### src/rtl/m4_front_pkg.sv
// Shared types and reset constants for the LED-counter control front-end.
package m4_front_pkg;

   typedef enum logic [1:0] {
      IDLE,
      ARM,
      HELD,
      REL
   } deb_state_t;

   localparam logic       FLAG_RST = 1'b1;
   localparam logic [3:0] D_RST    = 4'h0;

endpackage

### src/rtl/key_debounce.sv
// One raw key: 2-FF synchroniser followed by a four-state debouncer that
// accepts a level change only after DEB_CNT consecutive agreeing samples.
module key_debounce
   import m4_front_pkg::*;
#(
   parameter int unsigned DEB_CNT = 1000000
) (
   input  logic CP,
   input  logic CLR,
   input  logic raw,
   output logic level,
   output logic press
);

   localparam int unsigned     CW   = $clog2(DEB_CNT);
   // Entry into ARM/REL is the first agreeing sample, so the count is done
   // when it is about to step onto DEB_CNT-1.
   localparam logic [CW-1:0]   DONE = CW'(DEB_CNT - 2);

   logic [1:0]    sync;
   logic [CW-1:0] cnt;
   deb_state_t    state;

   always_ff @(posedge CP or negedge CLR) begin
      if (!CLR) begin
         sync  <= '0;
         cnt   <= '0;
         state <= IDLE;
         level <= 1'b0;
         press <= 1'b0;
      end else begin
         sync  <= {sync[0], raw};
         press <= 1'b0;
         case (state)
            IDLE: begin
               if (sync[1]) begin
                  state <= ARM;
                  cnt   <= '0;
               end
            end
            ARM: begin
               if (!sync[1]) begin
                  state <= IDLE;
               end else if (cnt == DONE) begin
                  state <= HELD;
                  level <= 1'b1;
                  press <= 1'b1;
               end else begin
                  cnt <= cnt + CW'(1);
               end
            end
            HELD: begin
               if (!sync[1]) begin
                  state <= REL;
                  cnt   <= '0;
               end
            end
            REL: begin
               if (sync[1]) begin
                  state <= HELD;
               end else if (cnt == DONE) begin
                  state <= IDLE;
                  level <= 1'b0;
               end else begin
                  cnt <= cnt + CW'(1);
               end
            end
            default: state <= IDLE;
         endcase
      end
   end

endmodule

### src/rtl/m4_key_front.sv
// Control front-end: debounced run/direction/load keys, synchronised switch
// bank and a run-gated prescaler producing EN/PE strobes for the counter.
module m4_key_front
   import m4_front_pkg::*;
#(
   parameter int unsigned DEB_CNT  = 1000000,
   parameter int unsigned TICK_DIV = 100000000
) (
   input  logic       CP,
   input  logic       CLR,
   input  logic       KEY_RUN,
   input  logic       KEY_DIR,
   input  logic       KEY_LOAD,
   input  logic [3:0] SW,
   output logic       EN,
   output logic       PE,
   output logic       flag,
   output logic [3:0] D,
   output logic       RUN_LED
);

   localparam int unsigned   PW    = $clog2(TICK_DIV);
   localparam logic [PW-1:0] TLAST = PW'(TICK_DIV - 1);

   logic [2:0]    press;   // [0] run, [1] dir, [2] load
   logic [2:0]    lvl;
   logic [3:0]    sw_m;
   logic [3:0]    sw_s;
   logic [PW-1:0] pre;

   key_debounce #(.DEB_CNT(DEB_CNT)) u_run (
      .CP(CP), .CLR(CLR), .raw(KEY_RUN),  .level(lvl[0]), .press(press[0])
   );
   key_debounce #(.DEB_CNT(DEB_CNT)) u_dir (
      .CP(CP), .CLR(CLR), .raw(KEY_DIR),  .level(lvl[1]), .press(press[1])
   );
   key_debounce #(.DEB_CNT(DEB_CNT)) u_load (
      .CP(CP), .CLR(CLR), .raw(KEY_LOAD), .level(lvl[2]), .press(press[2])
   );

   always_ff @(posedge CP or negedge CLR) begin
      if (!CLR) begin
         sw_m    <= '0;
         sw_s    <= '0;
         pre     <= '0;
         EN      <= 1'b0;
         PE      <= 1'b0;
         flag    <= FLAG_RST;
         D       <= D_RST;
         RUN_LED <= 1'b0;
      end else begin
         sw_m <= SW;
         sw_s <= sw_m;
         EN   <= 1'b0;
         PE   <= 1'b0;
         if (press[0]) RUN_LED <= ~RUN_LED;
         if (press[1]) flag    <= ~flag;
         // Load wins over a coincident tick; a pause request freezes the
         // prescaler in the same cycle so the tick is not emitted.
         if (press[2]) begin
            PE  <= 1'b1;
            D   <= sw_s;
            pre <= '0;
         end else if (RUN_LED && !press[0]) begin
            if (pre == TLAST) begin
               EN  <= 1'b1;
               pre <= '0;
            end else begin
               pre <= pre + PW'(1);
            end
         end
      end
   end

   // A press pulse always coincides with its debounced level being high,
   // and the two strobes never overlap.
   a_press_lvl : assert property (@(posedge CP) disable iff (!CLR) (press & ~lvl) == 3'b000);
   a_en_pe     : assert property (@(posedge CP) disable iff (!CLR) !(EN && PE));

endmodule

### config.mk
export PLATFORM = sky130hd
export DESIGN_NAME = m4_key_front
export DESIGN_NICKNAME = d
export VERILOG_FILES = /design/src/rtl/m4_front_pkg.sv /design/src/rtl/key_debounce.sv /design/src/rtl/m4_key_front.sv
export SDC_FILE = /design/constraint.sdc
export NUM_CORES = 1
export LEC_CHECK = 0
export BUFFER_PORTS_ARGS = -buffer_cell sky130_fd_sc_hd__buf_2
export CORE_MARGIN = 10
export CORE_UTILIZATION = 60
export CTS_BUF_LIST = sky130_fd_sc_hd__clkbuf_8
export DETAILED_ROUTE_END_ITERATION = 12
export PLACE_DENSITY = 0.81
export SLEW_MARGIN = 20
export SYNTH_ARGS = -nofsm -noshare
export SYNTH_HDL_FRONTEND = slang
export SYNTH_HIERARCHICAL = 1
export SYNTH_SLANG_ARGS = --single-unit
export TNS_END_PERCENT = 5
### constraint.sdc
create_clock -name CP -period 2.8 [get_ports CP]
set_input_delay 0.14 -clock CP [delete_from_list [all_inputs] [get_ports CP]]
set_output_delay 0.14 -clock CP [all_outputs]
set_load 0.02 [all_outputs]
After elaboration in Yosys (flattened, before gate mapping):

Index checks and enable logic that the tools add are counted.
Widths: inputs -> output; s select.

* bits in registers: 118
* input port bits: 9
* output and inout port bits: 8
* word-level logic and storage cells: 124

* $add $sub $neg: 4
* equality and inequality tests: 31
* muxes and demuxes: 55
* bitwise gates (word level): 2
* reduce and logical (&&, ||, !) cells: 12

Operators with widths (number)
* $mux 20: 15
* $pmux 20 s4: 3
* $mux 27: 3
* $add 20x1->20 const B: 3
* $eq 20x20->1 const B: 3
* $mux 2: 18
* $add 27x1->27 const B: 1
* $eq 27x27->1 const B: 1
* $pmux 2 s4: 3
* $reduce_and 4->1: 6
* $mux 1: 13
* $eq 2x2->1 const B: 6
* $ne 2x1->1 const B: 6
* $ne 2x2->1 const B: 6
* $ne 3x1->1 const B: 3
* $ne 3x3->1 const B: 3
* $eq 2x1->1 const B: 3
* $logic_not 2->1: 3
* $not 1->1: 2
* $reduce_bool 2->1: 1
* $logic_and 1x1->1: 1
* $logic_not 1->1: 1

Longest topological paths before layout:

Gate-level depths: netlist of run 1.

* word-level depth: 4
* mapped depth: 7
* depth with buffers taken out: 6

By module:

The synthesis of run 1 kept the hierarchy.

By module, submodules not included
* key_debounce at u_dir ...: instances 2, cells each 156, area an instance 1495.2 um^2, seq. area each 650.6 um^2
* m4_key_front: instances 1, cells each 206, area an instance 2168.3 um^2, seq. area each 1077.3 um^2
* key_debounce at u_load: instances 1, cells each 164, area an instance 1556.5 um^2, seq. area each 650.6 um^2

Least setup slack after synthesis of run 1:

OpenSTA, ideal clock, no wires.

* kind: reg-to-reg
* start point: reg u_load.cnt[12]
* end point: reg u_load.cnt[0]
* library setup time: 121 ps
* arrival time: 1743 ps
* required time: 2679 ps
* path slack: 936 ps
* stages on the path, launching flop included: 6
* path buffers: 1
* clock period less this slack: 1864 ps
* path through: dfrtp_1 -> buf_6 -> or4b_4 -> nor4_4 -> nand2_2 -> a22o_2

* word-level cells in the longest chain between the ends: 4
* elaborated cells on any way between the ends: 5
* those cells by class: 1 x eq/ne; 4 x mux

Ends and longest elaborated chain
* from (decl): line key_debounce.sv:21 `logic [CW-1:0] cnt;`
* from (signal assigned): line key_debounce.sv:49 `cnt <= cnt + CW'(1);`
* from (signal assigned): line key_debounce.sv:65 `cnt <= cnt + CW'(1);`
* $eq 20x20->1 (*): line key_debounce.sv:44, key_debounce.sv:61
* $mux 20 (*)
* $mux 20, on equally long branches
* $pmux 20 s4 (*)

Mark *: on every way between the ends. The rest lies on a longest branch, timed or not. The select of a mux whose other input is x is not followed.
A chain may end at the register's enable or synchronous reset.

Final worst setup path of run 1:

* start point: reg u_load.cnt[13]
* end point: reg u_load.cnt[0]

The elaborated chain is that of the path after synthesis.

==> run metrics, run 1 <==
Routed Antenna Nets 0; startpoint type of the worst setup path flop; Int Power 0.00272 W; Worst VDD drop 447 uV; clk root buf clkbuf_8; hpwl dp 9510 microns; fraction of the cycle the final worst path needs 74.1%; global-route wire length before repair 24600 microns; WP data arrival 2.40 ns; Logic pwr share 4.9%; All-Layer GR Usage 18.5%; sequential power share 49.9%; Residual DRC 0; DR vias/cell 6.67; 1st-iter DRT viols 709; status finished clean; Fmax 0.482 GHz; drt pass-1 iters 5; mapped cell area 6570 sq um; num rows 38; total congestion overflow 0; Worst-path clk slew 0.07 ns; vias 5627; Switch Pwr 0.000854 W; max cap viols 0; Setup-failing EPs final 0; synthesized net count 685; HP Class input pin to async pin; Initial Util 60.9%; Core Area 10800 sq um; Port-buffer cells 16; Avg Inst Size Synth 9.83 sq um; Area growth syn-to-layout 10.1%; IO Pins 17; drt wl/cell 17.1 microns; PD cells 494 nW/um^2; clock sinks 118; vias in the first global route 5161; Die Ht 125 microns; worst skew pair latency 0.44 ns; Hold Fails Final Rpt 0; worst path required time 3.13 ns; Post-CTS Resized 0; endpoint type of the worst setup path flop; LEAKAGE 3.12 nW; Tmin final 2.08 ns; Clock Path Buffers 2; PnR Total Power 0.00357 W; Synthesis Warnings 6; hold buffer count at CTS 8; Cells after Synth 669; RSZ-0062 raised after global routing no; H-Tree Depth 4; Crit Path Category flop to flop; Net Sw Frac 23.9%; max_slew headroom 51.9%; initial antenna violation count 0; largest net degree at the start of global routing 63; Final Slew Violations 0; Slew @ Worst Pin 0.722 ns; final WL 14400 microns; CTS buffer count 17; Post-CTS Setup Repair Bufs 0; Crit Path Max Fanout 8; ant diodes 0; DIE WIDTH 125 microns; clock tree from TritonCTS done; R2R Setup Slk 0.72 ns; Fin Setup TNS 0 ns; clock network power share 45.3%; Final nets 706; routability cong. 0.892; die area 15500 sq um; Worst Skew 0.00671 ns; layout cell share with drive strength beyond 1 16.4%
==> placed cells by master (no fill, tap or decap), types with 10 or more instances in the layout <==
cell / instances
a21oi_1: 29
and3_1: 14
buf_2: 15
buf_4: 11
clkbuf_8: 19
dfrtp_1: 117
inv_1: 17
nand2_1: 72
nand3_1: 37
nand4_1: 25
nor2_1: 22
nor3_1: 20
nor4_1: 13
o211ai_1: 17
o21ai_0: 34
o31ai_1: 10
or3_1: 11
or4_1: 22
==> registers in the layout, summed over array words and instances (netlist names), 2 cells and up, named ones only <==
register     flops
u_load/cnt      20
D                4
sw_s             4
u_load/sync      2
sw_m             4
u_dir/sync       2
u_run/sync       2
pre             27
u_run/cnt       20
u_dir/cnt       20
==> stage by stage <==
stage / cell area (sq um) / utilization (%) / setup slack [ns] / hold WS, ns / cells
floorplan: 6570 / - / 0.936 / -0.156 / 669
global placement: 6740 / 62.5 / 0.807 / 0.242 / 803
detailed placement: 6740 / 62.5 / 0.772 / 0.249 / 803
CTS: 7240 / 67.1 / 0.748 / 0.298 / 843
global route: 7240 / 67.1 / 0.577 / 0.313 / 843
finish: 7240 / 67.1 / 0.725 / 0.299 / 843
==> power by group through the flow <==
stage	Combinational, W	Clock, W	Sequential, W
finish	0.000174	0.00162	0.00178
CTS	0.000176	0.00166	0.00178
global placement	0.000158	0	0.00181
floorplan	0.0000938	0	0.00180
detailed placement	0.000166	0	0.00181
global route	0.000195	0.00175	0.00179
==> final timing paths <==
kind                                       startpoint                         to  depth (start not counted)
setup reg to reg           u_load/cnt[13]$_DFFE_PN0P_  u_load/cnt[0]$_DFFE_PN0P_                          4
max in group asynchronous                         CLR           flag$_DFFE_PN1P_                          3
hold reg to reg              u_load/sync[0]$_DFF_PN0_   u_load/sync[1]$_DFF_PN0_                          0
hold / removal                                    CLR               EN$_DFF_PN0_                          2
setup / recovery           u_load/cnt[13]$_DFFE_PN0P_  u_load/cnt[0]$_DFFE_PN0P_                          4
min in group CP                                 SW[1]          sw_m[1]$_DFF_PN0_                          2
==> final cells by class <==
type / instances / area, sq um
clock inverter: 13 / 155
fill: 823 / 3550
clock buffer: 19 / 262
inverter: 18 / 67.6
timing repair buffer: 35 / 258
multi-input combinational: 500 / 3370
tap: 140 / 175
sequential: 118 / 2950
==> worst max-delay path: stages, from the launching register on <==
cell     delay (ns)
dfrtp_1        0.46
or4_2          0.72
nor4_4         0.39
nand2_2        0.14
a22o_2         0.25
==> layer usage <==
metal / part of all wire (%) / up-vias / track usage, %
met2: 48 / 219 / 28.3
met1: 44 / 2751 / 24.2
met3: 6.4 / 29 / 5.40
met4: 1.5 / 0 / 6.79
li1: - / 2628 / -
met5: 0 / - / 0
No activity file was read; power rests on OpenSTA's default activity.
==> run 2: changes to the inputs <==
- CORE_UTILIZATION: 60 -> 59
- PLACE_DENSITY: 0.81 -> 0.83
- clock period: 2.8 -> 1.8 ns (I/O delays scaled with it)
==> run 2 against run 1 <==
Effect of this change: the flow now finishes with violations (negative setup slack); worst setup slack worse by 0.82 ns; maximum frequency up 9.7%; design area up 8.6%; clock power up 40%; worst hold slack worse by 0.14 ns; critical path depth up 2; utilization up 5.1 points.
==> run metrics, run 2 (synthesis gave the netlist of run 1 again) <==
failing checks negative setup slack; Crit Path Max Fanout 5; routability cong. 0.889; 1st-iter DRT viols 679; CP startpoint u_load/cnt[13]$_DFFE_PN0P_; Die Ht 126 microns; DIE WIDTH 126 microns; global-route wire length before repair 27800 microns; Crit-path slowest cell or4_4; largest net degree at the start of global routing 37; drt wl/cell 18.3 microns; ant diodes 0; Final Slew Violations 0; Routed Antenna Nets 0; Fillers 742; Worst VDD drop 430 uV; max cap viols 0; initial antenna violation count 0; Worst Skew 0.0198 ns; Biggest register pre; Fmax 0.529 GHz; startpoint type of the worst setup path flop; Worst-path clk slew 0.08 ns; endpoint type of the worst setup path flop; die area 15800 sq um; most common cell after layout, fill and taps aside dfrtp_1; fraction of the cycle the final worst path needs 105%; PD cells 683 nW/um^2; Residual DRC 0; dpl cells 870; final WL 16700 microns; most frequent cells in the layout 116 x dfrtp_1, 75 x buf_4, 71 x nand2_1; LEAKAGE 3.51 nW; Critical Path Max Stage Delay 0.55 ns; All-Layer GR Usage 20.4%; Clock Path Buffers 2; status finished with violations; multi-input logic area 3480 sq um; clock sinks 118; WHS 0.164 ns; Fin Setup TNS -0.424 ns; max FFs per register 27; Initial Util 60.4%; Core Area 10900 sq um; total congestion overflow 0; clk root buf clkbuf_8; Worst R2R Start u_load/cnt[13]$_DFFE_PN0P_; RSZ-0062 raised after global routing yes; Setup-failing EPs final 8; H-Tree Depth 4; crit path cell chain or4_4, nor4_4, buf_4, buf_6, and2_4, o211ai_1; Slew @ Worst Pin 0.588 ns; max_slew headroom 60.5%; vias in the first global route 5819; hpwl dp 11100 microns; Final nets 775; Port-buffer cells 16; FF/Latch Area 2960 sq um; Area growth syn-to-layout 19.5%; post-route setup slack -0.0915 ns; r2r endpoint u_load/cnt[1]$_DFFE_PN0P_; CTS buffer count 17; Hold Fails Final Rpt 0; clock tree from TritonCTS done; drt pass-1 iters 5; Final Non-Filler Cells 912; WP data arrival 2.20 ns; worst skew pair latency 0.44 ns; worst setup path endpoint u_load/cnt[1]$_DFFE_PN0P_; Crit Path Category flop to flop; HP Class input pin to async pin; DR vias/cell 6.64; IO Pins 17; num rows 38; Tmin final 1.89 ns; worst path required time 2.11 ns; layout cell share with drive strength beyond 1 25.9%; vias 6055; FF-to-FF path depth 6; R2R Setup Slk -0.09 ns
[run 2: cell type report]
cell class                      count  share of cell area (%)
Clock inverter                     13                    1.39
Inverter                           18                   0.860
Multi-Input combinational cell    500                    44.3
Timing Repair Buffer              104                    10.3
Clock buffer                       19                    3.33
Tap cell                          140                    2.23
Sequential cell                   118                    37.6
[run 2: where the power goes]
| part | total [W] | leakage [nW] | switching (W) | internal [W] |
|---|---|---|---|---|
| combinational | 0.000338 | 1.74 | 0.000198 | 0.000140 |
| sequential | 0.00277 | 1.60 | 0.0000664 | 0.00270 |
| clock | 0.00226 | 0.181 | 0.00111 | 0.00115 |
[run 2: through the flow]
| stage | power, W | setup slack, ns | area [sq um] | util [%] |
|---|---|---|---|---|
| after floorplan | 0.00294 | 0.00835 | 6580 | - |
| after global placement | 0.00311 | 0.0130 | 7270 | 66.8 |
| after detailed placement | 0.00312 | -0.0386 | 7270 | 66.8 |
| after CTS | 0.00537 | -0.0533 | 7770 | 71.4 |
| after global routing | 0.00555 | -0.165 | 7860 | 72.2 |
| final | 0.00537 | -0.0915 | 7860 | 72.2 |
[run 2: worst min path at each step]
stage / startpoint / slack [ns] / endpoint / depth (start not counted)
after floorplan: CLR / -0.21 / D[0]$_DFFE_PN0P_ / 0
after global placement: CLR / 0.10 / EN$_DFF_PN0_ / 1
after detailed placement: CLR / 0.10 / EN$_DFF_PN0_ / 1
after CTS: CLR / 0.18 / EN$_DFF_PN0_ / 2
after global routing: CLR / 0.20 / D[3]$_DFFE_PN0P_ / 2
final: CLR / 0.16 / EN$_DFF_PN0_ / 2
[run 2: worst max-delay path, delay by kind of cell, from the launching register on]
kind            cells  cell delay, ns
simple gates        3            0.98
flops               1            0.39
buf+inv             2            0.31
compound gates      1            0.08
[run 2: what timing repair did]
item                                    in CTS  in global routing
gates resized for setup                     10                 20
hold buffers                                 8                  0
buffers inserted                             1                  1
gates cloned                                 0                  0
hold endpoints to repair                    39                  0
pin swaps                                    4                  9
endpoints found under the setup margin      18                 54
[run 2: routing by layer]
layer | part of all wire (%) | global-route usage, % | up-vias
met5 | 0 | 0 | -
met4 | 1.9 | 6.84 | 0
met3 | 5.5 | 3.89 | 45
met2 | 50 | 34.0 | 245
met1 | 42 | 25.8 | 2999
li1 | - | - | 2766
